**config.mk**
```make
export PLATFORM = sky130hd
export DESIGN_NAME = cpu7_csr_excp
export DESIGN_NICKNAME = d
export VERILOG_FILES = /design/src/rtl/cpu7_csr_excp.sv
export SDC_FILE = /design/constraint.sdc
export NUM_CORES = 1
export LEC_CHECK = 0
export CORE_MARGIN = 4
export CORE_UTILIZATION = 44
export CTS_CLUSTER_DIAMETER = 50
export CTS_CLUSTER_SIZE = 14
export DETAILED_ROUTE_END_ITERATION = 6
export PLACE_DENSITY_LB_ADDON = 0.08
export SYNTH_ARGS = -nofsm -noshare
export SYNTH_HDL_FRONTEND = slang
export SYNTH_SLANG_ARGS = --single-unit
```
**constraint.sdc**
```tcl
create_clock -name clk -period 2.75 [get_ports clk]
set_input_delay 0.6875 -clock clk [delete_from_list [all_inputs] [get_ports clk]]
set_output_delay 0.6875 -clock clk [all_outputs]
set_load 0.05 [all_outputs]
```
**src/rtl/cpu7_csr_excp.sv**
```systemverilog
// Exception/interrupt CSR block: CRMD/PRMD/ECFG/ESTAT/ERA/BADV/EENTRY/BSEC.
// Optional timer (TCFG/TVAL/TICLR, ESTAT.IS[11]) under `CPU7_CSR_TIMER_EN.
module cpu7_csr_excp #(
  parameter int GRLEN   = 32,
  parameter int HWI_NUM = 8,
  parameter int TIMER_W = 32
) (
  input  logic             clk,
  input  logic             rst,
  input  logic [13:0]      csr_raddr,
  output logic [GRLEN-1:0] csr_rdata,
  input  logic [13:0]      csr_waddr,
  input  logic [GRLEN-1:0] csr_wdata,
  input  logic             csr_wen,
  input  logic             ecl_csr_excp_e,
  input  logic [5:0]       ecl_csr_ecode_e,
  input  logic             ecl_csr_badv_vld_e,
  input  logic [GRLEN-1:0] ecl_csr_badv_e,
  input  logic [GRLEN-1:0] ifu_exu_pc_e,
  input  logic             ecl_csr_ertn_e,
  input  logic [HWI_NUM-1:0] hw_int,
  output logic [GRLEN-1:0] csr_eentry,
  output logic [GRLEN-1:0] csr_era,
  output logic             csr_int
);

  localparam logic [13:0] A_CRMD   = 14'h0;
  localparam logic [13:0] A_PRMD   = 14'h1;
  localparam logic [13:0] A_ECFG   = 14'h4;
  localparam logic [13:0] A_ESTAT  = 14'h5;
  localparam logic [13:0] A_ERA    = 14'h6;
  localparam logic [13:0] A_BADV   = 14'h7;
  localparam logic [13:0] A_EENTRY = 14'hc;
  localparam logic [13:0] A_TCFG   = 14'h41;
  localparam logic [13:0] A_TVAL   = 14'h42;
  localparam logic [13:0] A_TICLR  = 14'h44;
  localparam logic [13:0] A_BSEC   = 14'h100;

  logic             ie_q, ie_d, pie_q, pie_d, ef_q, ef_d;
  logic [1:0]       plv_q, plv_d, pplv_q, pplv_d, is_sw_q, is_sw_d;
  logic [11:0]      lie_q, lie_d;
  logic [5:0]       ecode_q, ecode_d;
  logic [HWI_NUM-1:0] hwi_q, hwi_d;
  logic [GRLEN-1:0] era_q, era_d, badv_q, badv_d, eentry_q, eentry_d;
  logic             ti_q;
  logic [12:0]      is_full, lie_full;

  function automatic logic wr_hit(input logic [13:0] a);
    return csr_wen && (csr_waddr == a);
  endfunction

  // Architectural CSR next-state: exception > ertn > CSR write
  always_comb begin
    ie_d     = ie_q;
    plv_d    = plv_q;
    pie_d    = pie_q;
    pplv_d   = pplv_q;
    era_d    = era_q;
    badv_d   = badv_q;
    ecode_d  = ecode_q;
    is_sw_d  = is_sw_q;
    lie_d    = lie_q;
    eentry_d = eentry_q;
    ef_d     = ef_q;
    hwi_d    = hw_int;
    if (ecl_csr_excp_e) begin
      ie_d  = 1'b0;
      plv_d = 2'b00;
    end else if (ecl_csr_ertn_e) begin
      ie_d  = pie_q;
      plv_d = pplv_q;
    end else if (wr_hit(A_CRMD)) begin
      ie_d  = csr_wdata[2];
      plv_d = csr_wdata[1:0];
    end
    if (ecl_csr_excp_e) begin
      pie_d  = ie_q;
      pplv_d = plv_q;
    end else if (!ecl_csr_ertn_e && wr_hit(A_PRMD)) begin
      pie_d  = csr_wdata[2];
      pplv_d = csr_wdata[1:0];
    end
    if (ecl_csr_excp_e) begin
      era_d   = ifu_exu_pc_e;
      ecode_d = ecl_csr_ecode_e;
    end else if (wr_hit(A_ERA)) begin
      era_d = csr_wdata;
    end
    if (ecl_csr_excp_e && ecl_csr_badv_vld_e)
      badv_d = ecl_csr_badv_e;
    else if (wr_hit(A_BADV))
      badv_d = csr_wdata;
    if (wr_hit(A_ESTAT))  is_sw_d  = csr_wdata[1:0];
    if (wr_hit(A_ECFG))   lie_d    = csr_wdata[11:0];
    if (wr_hit(A_EENTRY)) eentry_d = csr_wdata;
    if (wr_hit(A_BSEC) && csr_wdata[0]) ef_d = 1'b1;
  end

  // Architectural CSR registers; reset overrides every other update
  always_ff @(posedge clk) begin
    if (rst) begin
      ie_q     <= 1'b0;
      plv_q    <= 2'b00;
      pie_q    <= 1'b0;
      pplv_q   <= 2'b00;
      era_q    <= '0;
      badv_q   <= '0;
      ecode_q  <= '0;
      is_sw_q  <= '0;
      lie_q    <= '0;
      eentry_q <= '0;
      ef_q     <= 1'b0;
      hwi_q    <= '0;
    end else begin
      ie_q     <= ie_d;
      plv_q    <= plv_d;
      pie_q    <= pie_d;
      pplv_q   <= pplv_d;
      era_q    <= era_d;
      badv_q   <= badv_d;
      ecode_q  <= ecode_d;
      is_sw_q  <= is_sw_d;
      lie_q    <= lie_d;
      eentry_q <= eentry_d;
      ef_q     <= ef_d;
      hwi_q    <= hwi_d;
    end
  end

`ifdef CPU7_CSR_TIMER_EN
  logic [TIMER_W-1:0] tcfg_q, tcfg_d, tval_q, tval_d;
  logic               ti_d, ti_set;

  // Countdown, expiry/reload and TI set/clear; TCFG write beats expiry
  always_comb begin
    tcfg_d = tcfg_q;
    tval_d = tval_q;
    ti_d   = ti_q;
    ti_set = 1'b0;
    if (tcfg_q[0]) begin
      if (tval_q != '0) begin
        tval_d = tval_q - TIMER_W'(1);
      end else begin
        ti_set = 1'b1;
        if (tcfg_q[1]) tval_d = {tcfg_q[TIMER_W-1:2], 2'b00};
        else           tcfg_d[0] = 1'b0;
      end
    end
    if (wr_hit(A_TICLR) && csr_wdata[0]) ti_d = 1'b0;
    if (ti_set) ti_d = 1'b1;
    if (wr_hit(A_TCFG)) begin
      tcfg_d = csr_wdata[TIMER_W-1:0];
      tval_d = {csr_wdata[TIMER_W-1:2], 2'b00};
    end
  end

  // Timer registers
  always_ff @(posedge clk) begin
    if (rst) begin
      tcfg_q <= '0;
      tval_q <= '0;
      ti_q   <= 1'b0;
    end else begin
      tcfg_q <= tcfg_d;
      tval_q <= tval_d;
      ti_q   <= ti_d;
    end
  end
`else
  assign ti_q = 1'b0;
`endif

  // Pending/enable vectors and interrupt request
  always_comb begin
    is_full = '0;
    is_full[1:0] = is_sw_q;
    is_full[2 +: HWI_NUM] = hwi_q;
    is_full[11] = ti_q;
    lie_full = {1'b0, lie_q};
    csr_int = ie_q & (|(is_full & lie_full));
  end

  // Combinational CSR read mux
  always_comb begin
    csr_rdata = '0;
    case (csr_raddr)
      A_CRMD:   csr_rdata[2:0] = {ie_q, plv_q};
      A_PRMD:   csr_rdata[2:0] = {pie_q, pplv_q};
      A_ECFG:   csr_rdata[12:0] = lie_full;
      A_ESTAT: begin
        csr_rdata[12:0]  = is_full;
        csr_rdata[21:16] = ecode_q;
      end
      A_ERA:    csr_rdata = era_q;
      A_BADV:   csr_rdata = badv_q;
      A_EENTRY: csr_rdata = eentry_q;
      A_BSEC:   csr_rdata[0] = ef_q;
`ifdef CPU7_CSR_TIMER_EN
      A_TCFG:   csr_rdata = GRLEN'(tcfg_q);
      A_TVAL:   csr_rdata = GRLEN'(tval_q);
`endif
      default:  csr_rdata = '0;
    endcase
  end

  assign csr_eentry = eentry_q;
  assign csr_era    = era_q;

endmodule

```
* Word level (Yosys, flattened, before mapping)
Cells that the tools add are included.
Storage, ports and cells: register bits 131, input bits 144, output and inout bits 97, logic and storage cells 66
Operators by class: equality and inequality tests 14, mux-type cells 18, bitwise logic cells 2, reduce and logical (&&, ||, !) cells 20
Operator list (count):
- $mux 32 | 4
- $eq 14x3->1 const B | 8
- $pmux 10 s5 | 1
- $pmux 10 s3 | 1
- $eq 14x1->1 const B | 2
- $eq 14x4->1 const B | 2
- $eq 14x9->1 const B | 2
- $logic_not 14->1 | 2
- $pmux 6 s4 | 1
- $pmux 2 s7 | 1
- $reduce_or 13->1 | 1
- $and 10x12->12 | 1
- $logic_and 1x1->1 | 11
- $pmux 3 s3 | 1
- $mux 2 | 4
- $pmux 1 s8 | 1
- $reduce_bool 2->1 | 4
- $mux 1 | 4
- $reduce_or 2->1 | 1
- $and 1x1->1 | 1
- $logic_not 1->1 | 1

* Logic depth before layout (Yosys ltp)
Gate-level depths: netlist of the first run.
word-level depth 5, mapped depth 8, gate-level depth less buffers 4

* Worst setup path before layout of the first run
OpenSTA, ideal clock, no wires.
kind input-to-output, start point input port csr_raddr[1], end point output port csr_rdata[10], arrival time 2497 ps, data required time 2062 ps, slack -435 ps, stages 7, path buffers 3, path through buf_4 nor4bb_1 clkbuf_1 and2_1 buf_4 a22oi_1 o21ai_1
Between the ends: word-level cells in the longest chain between the ends 2, elaborated cells on any way between the ends 6, those cells by class eq/ne: 5; mux: 1
Ends and longest elaborated chain:
- start: declaration | line 10 | input logic [13:0] csr_raddr,
- $eq 14x4->1 / $eq 14x3->1 (equally long branches) | line 186 | case (csr_raddr)
- $pmux 10 s5 * | line 186
- end: declaration | line 11 | output logic [GRLEN-1:0] csr_rdata,
Every way passes the cells marked *; elsewhere a longest branch is shown, timed or not.

* Worst setup path after layout of the first run
start point input port csr_raddr[3], end point output port csr_rdata[21]
Between the ends: word-level cells in the longest chain between the ends 2, elaborated cells on any way between the ends 5, those cells by class eq/ne: 4; mux: 1
Ends and longest elaborated chain (line):
- $eq 14x4->1 / $eq 14x3->1 (equally long branches) | 186
- $pmux 6 s4 * | 186
Marks and branches as above.

==> results of run 1 <==
[power by group through the flow]
stage,combinational [uW],clock (uW),sequential [uW]
final,687,2410,2020
after global routing,725,2510,2030
after CTS,677,2420,2020
after detailed placement,670,0,2060
after global placement,658,0,2060
after floorplan,176,0,2160
[per-stage QoR]
stage	setup WS (ns)	hold slack, ns
2_1_floorplan	-0.00187	0.437
3_3_place_gp	-0.577	0.476
3_5_place_dp	-0.583	0.471
4_1_cts	-0.282	0.492
5_1_grt	-0.311	0.526
6_report	-0.291	0.492
[cell type report]
cell class,count,area (um^2),area share [%]
Clock buffer,22,474,4.54
Sequential cell,131,2620,25.1
Multi-Input combinational cell,499,3480,33.3
Tap cell,180,225,2.15
Timing Repair Buffer,308,3440,32.9
Clock inverter,9,151,1.45
Inverter,17,63.8,0.610
[how the worst min path moves through the flow]
stage	start	endpoint	cells after the start
CTS	ef_q	ef_q	2
detailed placement	ef_q	ef_q	2
global placement	ef_q	ef_q	2
floorplan	ef_q	ef_q	2
global route	csr_era[18]	csr_era[18]	2
finish	ef_q	ef_q	2
[cell families after synthesis]
logic type             share of synthesized area, %
and+or+nand+nor                                20.4
muxes                                          15.1
buffers and inverters                          5.16
DFF                                            41.8
AOI/OAI and AO/OA                              17.6
[state kept, by name, indices dropped and copies added (netlist names), 2 cells and up]
name and count:
is_sw_q 2, csr_era 32, hwi_q 8, lie_q 12, ecode_q 6, badv_q 32, csr_eentry 32, plv_q 2
pplv_q 2
[timing repair]
action,CTS,global route
pin swaps,21,11
endpoints found under the setup margin,33,32
setup buffers,8,3
cloned,5,0
hold endpoints to repair,0,0
resized for setup,80,15
hold buffers,0,0
[worst register-to-register path, stage by stage, from the launching register on]
cell and delay (ns):
dfxtp_1 0.36, a211oi_1 0.09, a2111oi_0 0.46
[routing by layer]
layer	share of wire [%]	wire length, um	track usage (%)	up-vias
li1	-	-	-	3112
met1	41	10000	37.8	3274
met2	47	11500	47.3	344
met3	9.1	2210	7.15	45
met4	2.2	532	9.46	0
met5	0	0	0	-
[cells in the final DEF, fill, tap and decap left out, types with 3 or more instances in the layout]
cell / count
clkdlybuf4s50_1: 192
dfxtp_1: 131
nor2_1: 97
nand2_1: 95
mux2i_1: 89
buf_4: 46
buf_12: 43
a311oi_1: 32
o21ai_0: 30
a22o_1: 18
clkbuf_16: 17
a221o_2: 16
inv_2: 15
a222oi_1: 14
buf_6: 13
nand3_1: 10
nor2b_1: 9
nor3_1: 7
buf_2: 7
nand4_1: 6
nor4_4: 5
mux2_2: 5
a21oi_1: 5
a22oi_2: 4
a2111oi_0: 4
bufinv_16: 4
nor2_2: 3
and4_4: 3
and2_4: 3
nor3b_1: 3
a22oi_1: 3
a211oi_1: 3
and4_1: 3
clkbuf_8: 3
clkinv_2: 3
buf_16: 3
==> results.json, run 1 <==
{
  "status": "complete, but fails checks",
  "failed_checks": "design-rule violations, negative setup slack",
  "drtPass1Iterations": 7,
  "numPortBuffers": 240,
  "dieWidth_um": 127,
  "period_share_pct": 111,
  "fin_ws_ns": -0.291,
  "hp-class": "reg2reg",
  "grt_first_pass_wirelength_um": 37100,
  "cp_num_cells": 8,
  "worst_pin_slew_ns": 0.568,
  "cts_tree": "built",
  "syn_avg_cell_area_um2": 8.97,
  "p_int_uw": 3890,
  "slowest_delay_ns": 0.55,
  "synthArstFlopShare_pct": 0,
  "hold_violations": 0,
  "critPathBufInv": 4,
  "grt_usage_pct": 29.0,
  "die_h_um": 127,
  "worstSetupStartpointType": "input port",
  "power_leakage_uw": 0.00453,
  "ctsRootBufferMaster": "clkbuf_16",
  "power_density_nw_per_um2": 490,
  "tns_ns": -7.51,
  "num_io_pins": 241,
  "drtIter0Drc": 611,
  "final-instance-count-excl-fill": 1166,
  "reg2reg_from": "pie_q",
  "syn_to_final_growth_pct": 66.4,
  "min_period_ns": 3.04,
  "synthCells": 700,
  "max-vdd-ir-drop_mv": 0.512,
  "diodes": 0,
  "max_freq_mhz": 329,
  "finalClockSkew_ns": 0.000721,
  "crit_required_ns": 2.06,
  "netSwitchingFraction_pct": 24.0,
  "drv_cap": 0,
  "core_um2": 13900,
  "synth_top_area_share_pct": 41.8,
  "layout-drive-gt1-share_pct": 21.6,
  "drc": 1,
  "yosysTopAreaCell": "dfxtp_1",
  "final_core_util_pct": 75.0,
  "cts_inserted_buffers": 17,
  "p_switching_uw": 1230,
  "clock_sinks": 131,
  "crit_path_end": "csr_rdata[21]",
  "synthDistinctLibCells": 47,
  "syn_nets": 844,
  "gr-total-overflow": 0,
  "antenna_found_initial": 0,
  "ys_top_cells_by_area": "dfxtp_1, mux2i_1, nor2_1, nand2_1, a311oi_1",
  "pwr-share-comb_pct": 13.4,
  "power.total_uw": 5120,
  "crit_fanout": 6,
  "rows": 43,
  "ys_seq_elements": 131,
  "reg2reg_depth": 2,
  "setup_viol": 32,
  "synth_edf_count": 0,
  "viasPerCell": 5.81,
  "gp_congestion": 0.913,
  "postRouteAntennaNets": 0,
  "worst_path_max_delay_cell": "or4b_4",
  "syn_area_um2": 6280,
  "worstSkewPairLatency_ns": 0.42,
  "nets": 1118,
  "pwr-share-seq_pct": 39.5,
  "design_area_um2": 10500,
  "crit_start": "csr_raddr[3]",
  "crit_chain": "buf_6 > or4b_4 > nor4_4 > buf_6 > buf_12 > and2_4 > a221o_2 > buf_12",
  "grt_max_degree": 47,
  "r2r_slack_ns": 1.70,
  "end_kind": "primary output",
  "detailed_place.area_um2": 9590,
  "slew_violations": 0,
  "crit_type": "in2out",
  "r2r_end": "ie_q",
  "synthTopCellsByCount": "dfxtp_1, nor2_1, nand2_1, mux2i_1",
  "dpl.cell_count": 1122,
  "grt_setup_unrepaired": "yes",
  "timing.slew.headroom_pct": 62.0,
  "die_area_um2": 16300,
  "grt_pass1_vias": 6952,
  "ys_seq_area_share_pct": 41.8,
  "ys_warn_count": 0,
  "dp_hpwl_um": 16800,
  "htree_levels": 4,
  "clkTransAtPathRegs_ns": 0.06,
  "arrival_ns": 2.35,
  "clock_power_share_pct": 47.1,
  "nFillCells": 944,
  "vias": 6775,
  "synth.most_common_cell": "dfxtp_1",
  "avgRoutedWirePerCell_um": 20.8,
  "start_util_pct": 45.1,
  "synth-main-ff-cell": "dfxtp_1",
  "clock_path_buffers": 2,
  "drt_wl_total_um": 24300,
  "critPathTopFamily": "simple AND/OR/NAND/NOR gates"
}
No activity file was read; power rests on OpenSTA's default activity.
==> run 2: changes to the inputs <==
SETUP_SLACK_MARGIN = 0.15   (was unset)
==> run 2 against run 1 <==
The flow finishes with violations (negative setup slack). Cell count grew 0.17%. Worst hold slack gained 0.0075 ns. Routed wire length grew 1.6%. Sequential share of layout area is essentially flat. Register-to-register slack gained 0.07 ns. First-iteration DRC count shrank 14%. Clock skew grew 0.00061 ns. Die area is the same.
==> results.json, run 2 (synthesis results as in run 1) <==
{
  "syn_to_final_growth_pct": 66.4,
  "grt_usage_pct": 29.4,
  "crit_start": "csr_raddr[6]",
  "postRouteAntennaNets": 0,
  "core_um2": 13900,
  "reg2reg_depth": 3,
  "met1_usage_pct": 36.3,
  "slowest_delay_ns": 0.55,
  "min_period_ns": 3.05,
  "slew_violations": 0,
  "max-vdd-ir-drop_mv": 0.385,
  "final-instance-count-excl-fill": 1168,
  "max_freq_mhz": 328,
  "layout-drive-gt1-share_pct": 22.2,
  "die_h_um": 127,
  "clkTransAtPathRegs_ns": 0.05,
  "power_leakage_uw": 0.00452,
  "timing.slew.headroom_pct": 61.8,
  "worst_path_max_delay_cell": "or4_4",
  "ctsRootBufferMaster": "clkbuf_16",
  "r2r_slack_ns": 1.77,
  "grt_first_pass_wirelength_um": 37600,
  "reg2reg_from": "pplv_q[1]",
  "finalClockSkew_ns": 0.00134,
  "dpl.cell_count": 1120,
  "diodes": 0,
  "fin_hold_ws_ns": 0.500,
  "detailed_place.area_um2": 9570,
  "failed_checks": "negative setup slack",
  "worst_pin_slew_ns": 0.571,
  "drtIter0Drc": 527,
  "r2r_end": "plv_q[1]",
  "hold_buffers": 0,
  "place_ws_ns": -0.633,
  "final_common_cell": "clkdlybuf4s50_1",
  "worstHoldEndpoint": "csr_era[7]",
  "crit_required_ns": 2.06,
  "drt_wl_total_um": 24700,
  "start_util_pct": 45.1,
  "status": "complete, but fails checks",
  "met3_usage_pct": 6.02,
  "gr-total-overflow": 0,
  "rows": 43,
  "tns_ns": -7.06,
  "hp-start": "csr_era[7]",
  "grt_setup_unrepaired": "yes",
  "critPathBufInv": 4,
  "drtPass1Iterations": 7,
  "setup_viol": 32,
  "antenna_found_initial": 0,
  "worstSkewPairLatency_ns": 0.42,
  "hp-class": "reg2reg",
  "nFillCells": 1015,
  "drv_cap": 0,
  "crit_type": "in2out",
  "cts_tree": "built",
  "hold_violations": 0,
  "numPortBuffers": 240,
  "dp_hpwl_um": 16800,
  "viasPerCell": 5.80,
  "cts_inserted_buffers": 17,
  "grt_use_met2_pct": 49.6,
  "grt_max_degree": 64,
  "critPathTopFamily": "simple AND/OR/NAND/NOR gates",
  "gp_congestion": 0.909,
  "crit_fanout": 6,
  "fin_ws_ns": -0.303,
  "crit_chain": "buf_6 > or4_4 > nor4_4 > buf_6 > buf_12 > and2_4 > a221o_2 > buf_12",
  "arrival_ns": 2.37,
  "dieWidth_um": 127,
  "final_cell_mix": "clkdlybuf4s50_1, dfxtp_1, nand2_1, nor2_1, mux2i_1",
  "worstSetupStartpointType": "input port",
  "regArea_um2": 2620,
  "nets": 1120,
  "clock_path_buffers": 2,
  "power_density_nw_per_um2": 481,
  "end_kind": "primary output",
  "multiInputGateArea_um2": 3490,
  "grt_pass1_vias": 6969,
  "period_share_pct": 111,
  "design_area_um2": 10500,
  "clock_sinks": 131,
  "drc": 0,
  "top_usage_layer": "met2",
  "worstHoldPathCells": 2,
  "num_io_pins": 241,
  "vias": 6771,
  "avgRoutedWirePerCell_um": 21.1,
  "htree_levels": 4,
  "die_area_um2": 16300
}
==> run 2: final cells by class <==
class                   count  area share (%)
flip-flops and latches    131            25.1
clock buffers              22            4.54
well taps                 180            2.15
multi-input cells         499            33.4
inverters                  17           0.610
repair buffers            310            32.9
clock inverters             9            1.23
==> run 2: per-stage QoR <==
stage	utilization, %	power (uW)
after global routing	75.0	5180
after detailed placement	68.7	2730
after global placement	68.7	2720
after floorplan	-	2340
after CTS	74.2	5030
final	75.0	5030
==> run 2: worst reg2reg max path: stages (launching register included) <==
cell     delay [ns]
dfxtp_1        0.32
mux2_2         0.27
mux2i_1        0.15
nor3_1         0.09
==> run 2: where the power goes <==
| part | internal [uW] | switching, uW | total (uW) |
|---|---|---|---|
| Clock | 1490 | 823 | 2310 |
| Sequential | 1970 | 53.7 | 2020 |
| Combinational | 344 | 351 | 694 |
| Total | 3800 | 1230 | 5030 |
==> run 2: worst max path at each step <==
stage / to / cells past startpoint
CTS: csr_rdata[21] / 8
global placement: csr_rdata[21] / 7
global route: csr_rdata[21] / 8
floorplan: csr_rdata[25] / 5
finish: csr_rdata[21] / 8
detailed placement: csr_rdata[21] / 7
==> run 2: repair_timing <==
| item | in CTS | in global routing |
|---|---|---|
| gates resized for setup | 76 | 11 |
| endpoints found under the hold margin | 0 | 0 |
| buffers inserted | 7 | 4 |
| pin swaps | 14 | 11 |
| cloned | 4 | 2 |
| setup endpoints to repair | 33 | 32 |
==> run 2: per-layer routing <==
layer	share of wire, %	vias to the layer above
li1	-	3125
met1	40	3183
met2	48	395
met3	8.8	68
met4	3.1	0
met5	0	-
==> run 3: changes to the inputs <==
==> constraint.sdc (replaced) <==
create_clock -name clk -period 2.75 [get_ports clk]
set_input_delay 0.4125 -clock clk [delete_from_list [all_inputs] [get_ports clk]]
set_output_delay 0.4125 -clock clk [all_outputs]
set_load 0.05 [all_outputs]
==> run 3 against run 2 <==
The run now ends clean. Clock skew decreased by 0.00065 ns. Sequential share of layout area increased by 0.59 points. Register-to-register slack got worse by 0.05 ns. Utilization decreased by 1.7 points. Routed wire length decreased by 2.6%. Fmax increased by 21%. Via count decreased by 0.87%. Worst hold slack got worse by 0.049 ns. Total power increased by 2.3%. Global-route usage decreased by 0.48 points. Combinational power decreased by 4.3%.
==> results.json, run 3 (synthesis results as in run 1) <==
{
  "grt_first_pass_wirelength_um": 37100,
  "power_leakage_uw": 0.00444,
  "drtIter0Drc": 528,
  "clock_path_buffers": 2,
  "finalClockSkew_ns": 0.000681,
  "avgRoutedWirePerCell_um": 20.8,
  "grt_pass1_vias": 6931,
  "final_core_util_pct": 73.3,
  "final_common_cell": "clkdlybuf4s50_1",
  "worst_pin_slew_ns": 0.690,
  "place_ws_ns": -0.133,
  "nets": 1105,
  "dp_hpwl_um": 16500,
  "min_period_ns": 2.53,
  "final_cell_mix": "clkdlybuf4s50_1, dfxtp_1, nor2_1, nand2_1, mux2i_1",
  "diodes": 0,
  "ctsRootBufferMaster": "clkbuf_16",
  "syn_to_final_growth_pct": 62.6,
  "grt_setup_unrepaired": "yes",
  "gp_congestion": 0.899,
  "crit_required_ns": 2.34,
  "htree_levels": 4,
  "worstSkewPairLatency_ns": 0.41,
  "slowest_delay_ns": 0.55,
  "start_util_pct": 45.1,
  "die_area_um2": 16300,
  "slew_violations": 0,
  "drc": 0,
  "die_h_um": 127,
  "hold_violations": 0,
  "tns_ns": 0,
  "period_share_pct": 91.9,
  "core_um2": 13900,
  "arrival_ns": 2.12,
  "viasPerCell": 5.82,
  "clock_sinks": 131,
  "multiInputGateArea_um2": 3380,
  "layout-drive-gt1-share_pct": 15.6,
  "fin_ws_ns": 0.222,
  "clkTransAtPathRegs_ns": 0.05,
  "postRouteAntennaNets": 0,
  "regArea_um2": 2620,
  "hold_buffers": 0,
  "nFillCells": 1036,
  "status": "complete, no violations",
  "crit_type": "in2out",
  "timing.slew.headroom_pct": 54.0,
  "vias": 6712,
  "rows": 43,
  "setup_viol": 0,
  "drtPass1Iterations": 6,
  "end_kind": "primary output",
  "crit_chain": "buf_6 > or4_4 > nor4_4 > buf_6 > buf_12 > buf_16 > a222oi_1 > inv_1 > buf_12",
  "numPortBuffers": 240,
  "drt_wl_total_um": 24000,
  "grt_max_degree": 53,
  "cts_tree": "built",
  "cts_inserted_buffers": 17,
  "hp-class": "in2reg",
  "worstSetupStartpointType": "input port",
  "grt_usage_pct": 29.0,
  "antenna_found_initial": 0,
  "gr-total-overflow": 0,
  "worst_path_max_delay_cell": "or4_4",
  "max-vdd-ir-drop_mv": 0.316,
  "power_density_nw_per_um2": 504,
  "num_io_pins": 241,
  "drv_cap": 0,
  "crit_fanout": 6,
  "dieWidth_um": 127,
  "max_freq_mhz": 396
}
## run 3: cell count changes in the layout (fill, tap and decap cells not counted), moves of 3 or more
cell | previous run | this run
buf_6 | 12 | 5
nor2_1 | 96 | 99
and2_1 | 1 | 5
inv_2 | 15 | 1
a221o_1 | 0 | 16
nor2_2 | 4 | 1
inv_1 | 2 | 16
clkbuf_2 | 3 | 6
and2_4 | 4 | 0
buf_2 | 6 | 1
buf_4 | 49 | 42
a221o_2 | 16 | 0
## run 3: report_power, final
group          switching (uW)  internal (uW)  leakage (uW)
registers                50.6           1970       0.00107
clock network             814           1650      0.000309
logic                     339            325       0.00306
## run 3: layout make-up
class | instances | share of cell area, %
clock buffer | 21 | 4.51
clock inverter | 10 | 1.76
sequential | 131 | 25.7
tap | 180 | 2.21
inverter | 17 | 0.625
timing repair buffer | 296 | 32.1
multi-input combinational | 498 | 33.1
## run 3: layer usage
layer	GRT usage (%)	vias to the layer above	share of wire [%]
met4	11.9	0	3.1
li1	-	3085	-
met3	8.49	61	9.5
met1	35.6	3180	40
met5	0	-	0
met2	47.5	386	47
## run 3: metrics by stage
stage / hold slack [ns] / instance area (um^2) / power (uW) / cells
after floorplan: 0.437 / 6290 / 2330 / 700
after global placement: 0.479 / 9420 / 2710 / 1113
after detailed placement: 0.486 / 9420 / 2720 / 1113
after CTS: 0.442 / 10200 / 5170 / 1152
after global routing: 0.477 / 10200 / 5320 / 1153
final: 0.451 / 10200 / 5140 / 1153
## run 3: path summary, 6_finish.rpt
path | startpoint | endpoint | slack, ns | depth (start not counted)
hold reg to reg | csr_era[20] | csr_era[20] | 0.49 | 2
hold / removal | rst | csr_eentry[22] | 0.45 | 2
setup / recovery | csr_raddr[10] | csr_rdata[24] | 0.22 | 9
setup reg to reg | plv_q[1] | pplv_q[1] | 1.72 | 2
## run 3: critical path, delay by kind of cell
| family | cells | cell delay, ns |
|---|---|---|
| AOI/OAI and AO/OA | 1 | 0.09 |
| buffers and inverters | 6 | 0.77 |
| and+or+nand+nor | 2 | 0.83 |
## run 3: timing repair
item / in CTS / in global routing
buffers inserted: 5 / 1
hold endpoints to repair: 0 / 0
cloned: 3 / 0
endpoints found under the setup margin: 32 / 26
pin swaps: 11 / 4
resized for setup: 36 / 17
